$ cat config.mk
export PLATFORM = sky130hd
export DESIGN_NAME = pg_gen_v2
export DESIGN_NICKNAME = d
export VERILOG_FILES = /design/src/rtl/pg_gen_v2.sv
export SDC_FILE = /design/constraint.sdc
export NUM_CORES = 1
export LEC_CHECK = 0
export ABC_AREA = 0
export BUFFER_PORTS_ARGS = -buffer_cell sky130_fd_sc_hd__buf_2
export CAP_MARGIN = 10
export CORE_ASPECT_RATIO = 1.4
export CORE_MARGIN = 2
export CORE_UTILIZATION = 58
export DETAILED_ROUTE_END_ITERATION = 10
export GPL_TIMING_DRIVEN = 0
export HOLD_SLACK_MARGIN = 0.08
export PLACE_DENSITY_LB_ADDON = 0.15
export SYNTH_ARGS = -nofsm -noshare
export SYNTH_HDL_FRONTEND = slang
export SYNTH_SLANG_ARGS = --single-unit
$ cat constraint.sdc
create_clock -name clk -period 3.12 [get_ports clk]
set_input_delay 0.624 -clock clk [delete_from_list [all_inputs] [get_ports clk]]
set_output_delay 0.624 -clock clk [all_outputs]
set_load 0.005 [all_outputs]
$ cat src/rtl/pg_gen_v2.sv
// Multi-pixel-per-clock video pattern generator: timing engine plus per-port pattern datapath.
// Define PG_AUTO_EN to build the auto-advance mode (key_auto toggles, AUTO_FRAMES per pattern).
module pg_gen_v2 #(
  parameter int unsigned H_ACT       = 2048,
  parameter int unsigned H_PW        = 42,
  parameter int unsigned H_BP        = 20,
  parameter int unsigned H_FP        = 90,
  parameter int unsigned V_ACT       = 2048,
  parameter int unsigned V_PW        = 2,
  parameter int unsigned V_BP        = 2,
  parameter int unsigned V_FP        = 192,
  parameter int unsigned PORTS       = 1,
  parameter int unsigned BPC         = 8,
  parameter int unsigned AUTO_FRAMES = 60
) (
  input  logic                     clk,
  input  logic                     rst,
  input  logic                     en,
  input  logic                     key_up,
  input  logic                     key_down,
  input  logic                     key_auto,
  output logic                     frm_st,
  output logic                     de,
  output logic                     vsync,
  output logic                     hsync,
  output logic [2:0]               mode,
  output logic [PORTS*3*BPC-1:0]   data
);

  localparam int unsigned H_TOT   = (H_PW + H_BP + H_ACT + H_FP) / PORTS;
  localparam int unsigned V_TOT   = V_PW + V_BP + V_ACT + V_FP;
  localparam int unsigned HW      = $clog2(H_TOT);
  localparam int unsigned VW      = $clog2(V_TOT);
  localparam int unsigned H_SYNC  = H_PW / PORTS;
  localparam int unsigned H_START = (H_PW + H_BP) / PORTS;
  localparam int unsigned H_END   = H_START + H_ACT / PORTS;
  localparam int unsigned V_START = V_PW + V_BP;
  localparam int unsigned V_END   = V_START + V_ACT;
  localparam int unsigned BAR_W   = H_ACT / 8;
  localparam int unsigned CW      = 16;
  // Bar colours {R,G,B}, bar 0 in the low bits: white..black.
  localparam logic [23:0] BAR_RGB = {3'b000, 3'b001, 3'b100, 3'b101,
                                     3'b010, 3'b011, 3'b110, 3'b111};

  logic          en_q;
  logic [HW-1:0] h_cnt_q, h_cnt_d;
  logic [VW-1:0] v_cnt_q, v_cnt_d;
  logic          frame_start;
  logic          up_q, down_q, up_rise, down_rise;
  logic [2:0]    pending_q, pending_d, mode_q, mode_d;

  // Counters only run once en has been seen for a cycle, so a restart begins at h=v=0.
  always_comb begin
    h_cnt_d = h_cnt_q;
    v_cnt_d = v_cnt_q;
    if (!en || !en_q) begin
      h_cnt_d = '0;
      v_cnt_d = '0;
    end else if (h_cnt_q == HW'(H_TOT - 1)) begin
      h_cnt_d = '0;
      v_cnt_d = (v_cnt_q == VW'(V_TOT - 1)) ? '0 : v_cnt_q + 1'b1;
    end else begin
      h_cnt_d = h_cnt_q + 1'b1;
    end
  end

  assign frame_start = en && en_q && (h_cnt_q == '0) && (v_cnt_q == '0);
  assign up_rise     = key_up & ~up_q;
  assign down_rise   = key_down & ~down_q;

`ifdef PG_AUTO_EN
  localparam int unsigned FW = $clog2(AUTO_FRAMES) + 1;
  logic          auto_q, auto_d, auto_prev_q, auto_rise;
  logic [FW-1:0] fcnt_q, fcnt_d;

  assign auto_rise = key_auto & ~auto_prev_q;

  always_ff @(posedge clk or posedge rst) begin
    if (rst) begin
      auto_q      <= 1'b0;
      auto_prev_q <= 1'b0;
      fcnt_q      <= '0;
    end else begin
      auto_q      <= auto_d;
      auto_prev_q <= key_auto;
      fcnt_q      <= fcnt_d;
    end
  end
`else
  logic unused_key_auto;
  assign unused_key_auto = key_auto;
`endif

  always_comb begin
    pending_d = pending_q;
    mode_d    = mode_q;
    if (up_rise && !down_rise) begin
      pending_d = pending_q + 3'd1;
    end else if (down_rise && !up_rise) begin
      pending_d = pending_q - 3'd1;
    end
    if (frame_start) begin
      mode_d = pending_q;
    end
`ifdef PG_AUTO_EN
    auto_d = auto_rise ? ~auto_q : auto_q;
    fcnt_d = fcnt_q;
    if (!auto_q) begin
      fcnt_d = '0;
    end else if (frame_start) begin
      if (fcnt_q == FW'(AUTO_FRAMES - 1)) begin
        // Auto advance wins over any key edge in the same cycle.
        fcnt_d    = '0;
        pending_d = pending_q + 3'd1;
        mode_d    = pending_q + 3'd1;
      end else begin
        fcnt_d = fcnt_q + 1'b1;
      end
    end
`endif
  end

  always_ff @(posedge clk or posedge rst) begin
    if (rst) begin
      en_q      <= 1'b0;
      h_cnt_q   <= '0;
      v_cnt_q   <= '0;
      up_q      <= 1'b0;
      down_q    <= 1'b0;
      pending_q <= 3'd0;
      mode_q    <= 3'd0;
    end else begin
      en_q      <= en;
      h_cnt_q   <= h_cnt_d;
      v_cnt_q   <= v_cnt_d;
      up_q      <= key_up;
      down_q    <= key_down;
      pending_q <= pending_d;
      mode_q    <= mode_d;
    end
  end

  // Stage 1: timing decode and pixel coordinates.
  logic          s1_fs, s1_de, s1_hs, s1_vs;
  logic [2:0]    s1_mode;
  logic [CW-1:0] s1_x, s1_y, x_base, y_base;
  logic          h_act, v_act;

  assign h_act  = (32'(h_cnt_q) >= H_START) && (32'(h_cnt_q) < H_END);
  assign v_act  = (32'(v_cnt_q) >= V_START) && (32'(v_cnt_q) < V_END);
  assign x_base = CW'((32'(h_cnt_q) - H_START) * PORTS);
  assign y_base = CW'(32'(v_cnt_q) - V_START);

  always_ff @(posedge clk or posedge rst) begin
    if (rst) begin
      s1_fs   <= 1'b0;
      s1_de   <= 1'b0;
      s1_hs   <= 1'b0;
      s1_vs   <= 1'b0;
      s1_mode <= 3'd0;
      s1_x    <= '0;
      s1_y    <= '0;
    end else begin
      // mode_d, not mode_q, so the new pattern lines up with the frm_st it belongs to.
      s1_mode <= mode_d;
      if (!en || !en_q) begin
        s1_fs <= 1'b0;
        s1_de <= 1'b0;
        s1_hs <= 1'b0;
        s1_vs <= 1'b0;
        s1_x  <= '0;
        s1_y  <= '0;
      end else begin
        s1_fs <= frame_start;
        s1_de <= h_act && v_act;
        s1_hs <= 32'(h_cnt_q) < H_SYNC;
        s1_vs <= 32'(v_cnt_q) < V_PW;
        s1_x  <= x_base;
        s1_y  <= y_base;
      end
    end
  end

  // Stage 2: per-port pattern generation.
  logic [PORTS*3*BPC-1:0] data_d;
  logic [CW-1:0]          px;
  logic [2:0]             rgb, bar;
  logic [BPC-1:0]         lvl;
  logic                   grey;
  logic                   unused_y;

  assign unused_y = ^s1_y;

  always_comb begin
    data_d = '0;
    px     = '0;
    rgb    = 3'b000;
    bar    = 3'd0;
    lvl    = '0;
    grey   = 1'b0;
    for (int p = 0; p < PORTS; p++) begin
      px   = s1_x + CW'(p);
      bar  = 3'(px / CW'(BAR_W));
      rgb  = 3'b000;
      lvl  = '0;
      grey = 1'b0;
      case (s1_mode)
        3'd0: rgb = 3'b111;
        3'd1: rgb = 3'b100;
        3'd2: rgb = 3'b010;
        3'd3: rgb = 3'b001;
        3'd4: rgb = BAR_RGB[5'(bar) * 5'd3 +: 3];
        3'd5: begin
          grey = 1'b1;
          lvl  = BPC'(px);
        end
        3'd6: rgb = (px[6] ^ s1_y[6]) ? 3'b000 : 3'b111;
        default: begin
          grey = 1'b1;
          lvl  = BPC'(s1_y);
        end
      endcase
      if (grey) begin
        data_d[p*3*BPC +: 3*BPC] = {lvl, lvl, lvl};
      end else begin
        data_d[p*3*BPC +: 3*BPC] = {{BPC{rgb[2]}}, {BPC{rgb[1]}}, {BPC{rgb[0]}}};
      end
    end
    if (!s1_de) begin
      data_d = '0;
    end
  end

  always_ff @(posedge clk or posedge rst) begin
    if (rst) begin
      frm_st <= 1'b0;
      de     <= 1'b0;
      vsync  <= 1'b0;
      hsync  <= 1'b0;
      mode   <= 3'd0;
      data   <= '0;
    end else begin
      mode <= s1_mode;
      if (!en) begin
        frm_st <= 1'b0;
        de     <= 1'b0;
        vsync  <= 1'b0;
        hsync  <= 1'b0;
        data   <= '0;
      end else begin
        frm_st <= s1_fs;
        de     <= s1_de;
        vsync  <= s1_vs;
        hsync  <= s1_hs;
        data   <= data_d;
      end
    end
  end

endmodule
==> results summary <==
In this run the register-to-register setup slack is 810 ps. The area growth from synthesis to layout came out at 12.8%. The worst setup path is launched from a flip-flop.

The total wirelength of the detailed-routed design is 7290 um. Measured against its own limit, the worst slew margin works out to 54.2%. The global-route wire length before repair came out at 12,400 um. The initial standard-cell utilization of the core is 59.3%. The clock network latency to the later pin of the worst-skew pair came out at 350 ps. The clock skew after layout is 6.46 ps. For this run, the leading register cell type out of synthesis is dfrtp_1.

The final worst hold slack came out at 210 ps. The mapped cell area is 3840 um^2. The distinct cell type count after synthesis came out at 46. The global placer's final weighted congestion came out at 0.920. The number of hold violations in the final report is 0.

Once routing completed, OpenROAD measured the worst setup slack at 807 ps. For the pin with the worst max-slew slack, the measured transition is 683 ps. The total nets after synthesis came out at 376. The share of post-route cells with drive strength above 1 is 17.6%.

The worst register-to-register path begins at h_cnt_q[5]. The number of antenna violations at the first check in global routing came out at 0. The overall die height came out at 100 um.

The number of cell rows is 35. The number of DRC violations after detailed-routing iteration 0 is 111. After technology mapping, the gate count stands at 358. The total of fill cells in the finished design is 522. The leakage component of the power is 2.08 nW. The clock-pin slew on the worst setup and hold paths is 80 ps. For this run, the share of the core covered by cells in the final layout is 66.9%. The total power divided by cell area is 552 nW/um^2. Setup repair after global routing left no endpoint under its margin. The buffer levels on the longest clock path is 2.

In this run the worst path has a maximum fanout of 10. The detailed-route DRC error count came out at 0. The critical path is of the flip-flop to flip-flop type. The residual overflow from global routing is 0. The maximum operating frequency is 0.432 GHz. Once placement finished, the instance area stood at 4140 um^2. After the last flow step, the layout net total stands at 423. The pre-CTS setup slack came out at 852 ps. The kind of end point of the critical path is a flip-flop. The total of endpoints with negative setup slack in the final report is 0. In this run the critical register-to-register path is captured at h_cnt_q[6].

In this run the clock root is driven by a clkbuf_8. In this run the worst setup path terminates at h_cnt_q[6]. The most critical setup path has its startpoint at h_cnt_q[5].

The die footprint came out at 7300 um^2. The data arrival time of the critical path is 2540 ps. The post-synthesis average cell area is 10.7 um^2. The ratio of routed vias to standard cells came out at 5.58. Summing internal, switching and leakage power gives 2.39 mW. The repair_antennas step left the layout with diodes totalling 0.

The clock period minus worst slack came out at 2310 ps. The min-delay analysis places its worst path in the category input port to async pin. The depth of the worst register-to-register path is 5. The number of buffers created by CTS came out at 9. The post-route antenna net violation count came out at 0.

The tree built by TritonCTS fans out to 87 sinks. The design area came out at 4330 um^2. For this design, the CTS-stage hold fixing added 0 buffers. 37 I/O pins were placed. The number of port buffers came out at 35. The number of synthesized flops with an enable pin came out at 0. The sequential element share of the synthesized area came out at 56.7%. The endpoint required time on the critical path is 3350 ps. The number of synthesized register bits is 87.

After legalization and detailed placement, the total HPWL measured 5250 um. The number of buffers inserted by post-CTS setup repair is 0. IR analysis of the VDD net gives a maximum drop of 0.000310 V.

The number of vias after detailed routing is 2,700. The core region is 6480 um^2. Entering global routing, the biggest net connects 69 pins. The TritonCTS clock tree is yes. The max-capacitance violation count is 0. The first detailed-routing pass ran for 4 iterations. After synthesis, the share of flip-flops with an asynchronous set or reset is 100%. The count of pins over their slew limit is 0. The flow ran to the end, and the final reports show no timing, DRC or antenna violations. The via count of the first global-routing pass was 2,695. The post-detailed-route wirelength per cell came out at 15.1 um.

The final critical-path share of the clock period is 74.1%. The width of the die came out at 72.8 um. The overall global routing resource usage came out at 22.1%. The count of instances resized after the clock tree is built is 0.

The total number of H-tree levels is 3. During synthesis, Yosys emitted a total of 0 warnings.
-- metrics by stage --
| stage | std cells | TNS [ps] |
|---|---|---|
| final | 484 | 0 |
| after global routing | 484 | 0 |
| after CTS | 484 | 0 |
| after detailed placement | 468 | 0 |
| after global placement | 467 | -46010 |
| after floorplan | 358 | 0 |
-- per-layer routing --
metal / GRT usage (%) / part of all wire, % / vias to the layer above
li1: - / - / 1320
met1: 24.0 / 40 / 1287
met2: 40.0 / 52 / 70
met3: 4.92 / 4.0 / 23
met4: 10.3 / 3.9 / 0
met5: 0 / 0 / -
-- cells by family (layout without fill, tap and decap cells) --
| logic type | Yosys count | after routing | synth area share (%) |
|---|---|---|---|
| XOR/XNOR | 24 | 24 | 5.47 |
| flip-flops | 87 | 87 | 56.7 |
| adder cells (fa/ha/maj) | 12 | 12 | 4.10 |
| AND/OR/NAND/NOR | 141 | 141 | 18.7 |
| buffers and inverters | 29 | 81 | 3.09 |
| multiplexers | 12 | 12 | 3.52 |
| AO/OA/AOI/OAI | 53 | 53 | 8.44 |
-- critical path, cell delays in order (launching register included) --
cell,delay (ps)
dfrtp_1,360
clkbuf_1,230
or4_1,600
o31ai_1,500
clkbuf_1,400
nor2_1,100
-- synth_stat cells (2+ instances only) --
cell,n,share of area (%)
a211oi_1,2,0.39
a21o_1,2,0.39
a21oi_1,14,1.8
a31oi_1,3,0.49
and2_1,7,1.1
and3_1,3,0.49
and4_1,4,0.91
buf_2,2,0.26
clkbuf_1,14,1.4
dfrtp_1,87,57
ha_1,11,3.6
inv_1,11,1.1
mux2_2,12,3.5
nand2_1,18,1.8
nand2b_1,4,0.65
nand3_1,11,1.4
nand4_1,8,1.3
nor2_1,60,5.9
nor3_1,3,0.39
nor4_1,5,0.81
o21ai_0,15,2.0
o21ai_1,3,0.39
o31ai_1,6,1.2
or3_1,5,0.81
or4_1,5,0.98
xnor2_1,10,2.3
xor2_1,14,3.2
-- power breakdown --
group	leakage [nW]	switching, mW	internal (mW)
Combinational	0.814	0.219	0.143
Sequential	1.17	0.0565	1.20
Clock	0.0933	0.398	0.374
-- cells in the final DEF, fill, tap and decap left out, drive strengths merged, types with 12 or more instances in the layout --
master / n
inv: 13
o21ai: 18
clkbuf: 24
nor2: 60
buf: 40
mux2: 12
a21oi: 14
xor2: 14
dfrtp: 87
nand2: 18
-- worst min path at each step --
stage	to	cells past startpoint	slack, ps
CTS	v_cnt_q[1]	2	210
global route	v_cnt_q[4]	2	230
global placement	mode[1]	0	360
detailed placement	mode[1]	0	360
floorplan	mode[1]	0	350
finish	v_cnt_q[4]	2	210
-- flip-flops by register name, indices dropped and copies added, names as in the netlist --
| register | count |
|---|---|
| data | 24 |
| de | 1 |
| down_q | 1 |
| en_q | 1 |
| frm_st | 1 |
| h_cnt_q | 12 |
| hsync | 1 |
| mode | 3 |
| pending_q | 3 |
| s1_de | 1 |
| s1_fs | 1 |
| s1_hs | 1 |
| s1_mode | 3 |
| s1_vs | 1 |
| s1_x | 11 |
| s1_y | 8 |
| up_q | 1 |
| v_cnt_q | 12 |
| vsync | 1 |
-- area by class of cell --
cell class	count	area (um^2)	area share (%)
flip-flops and latches	87	2180	50.2
multi-input cells	242	1550	35.7
repair buffers	36	203	4.68
clock buffers	10	128	2.94
well taps	74	92.6	2.14
plain buffers	18	77.6	1.79
clock inverters	6	67.6	1.56
inverters	11	43.8	1.01
Power figures use the tool's default switching activity.
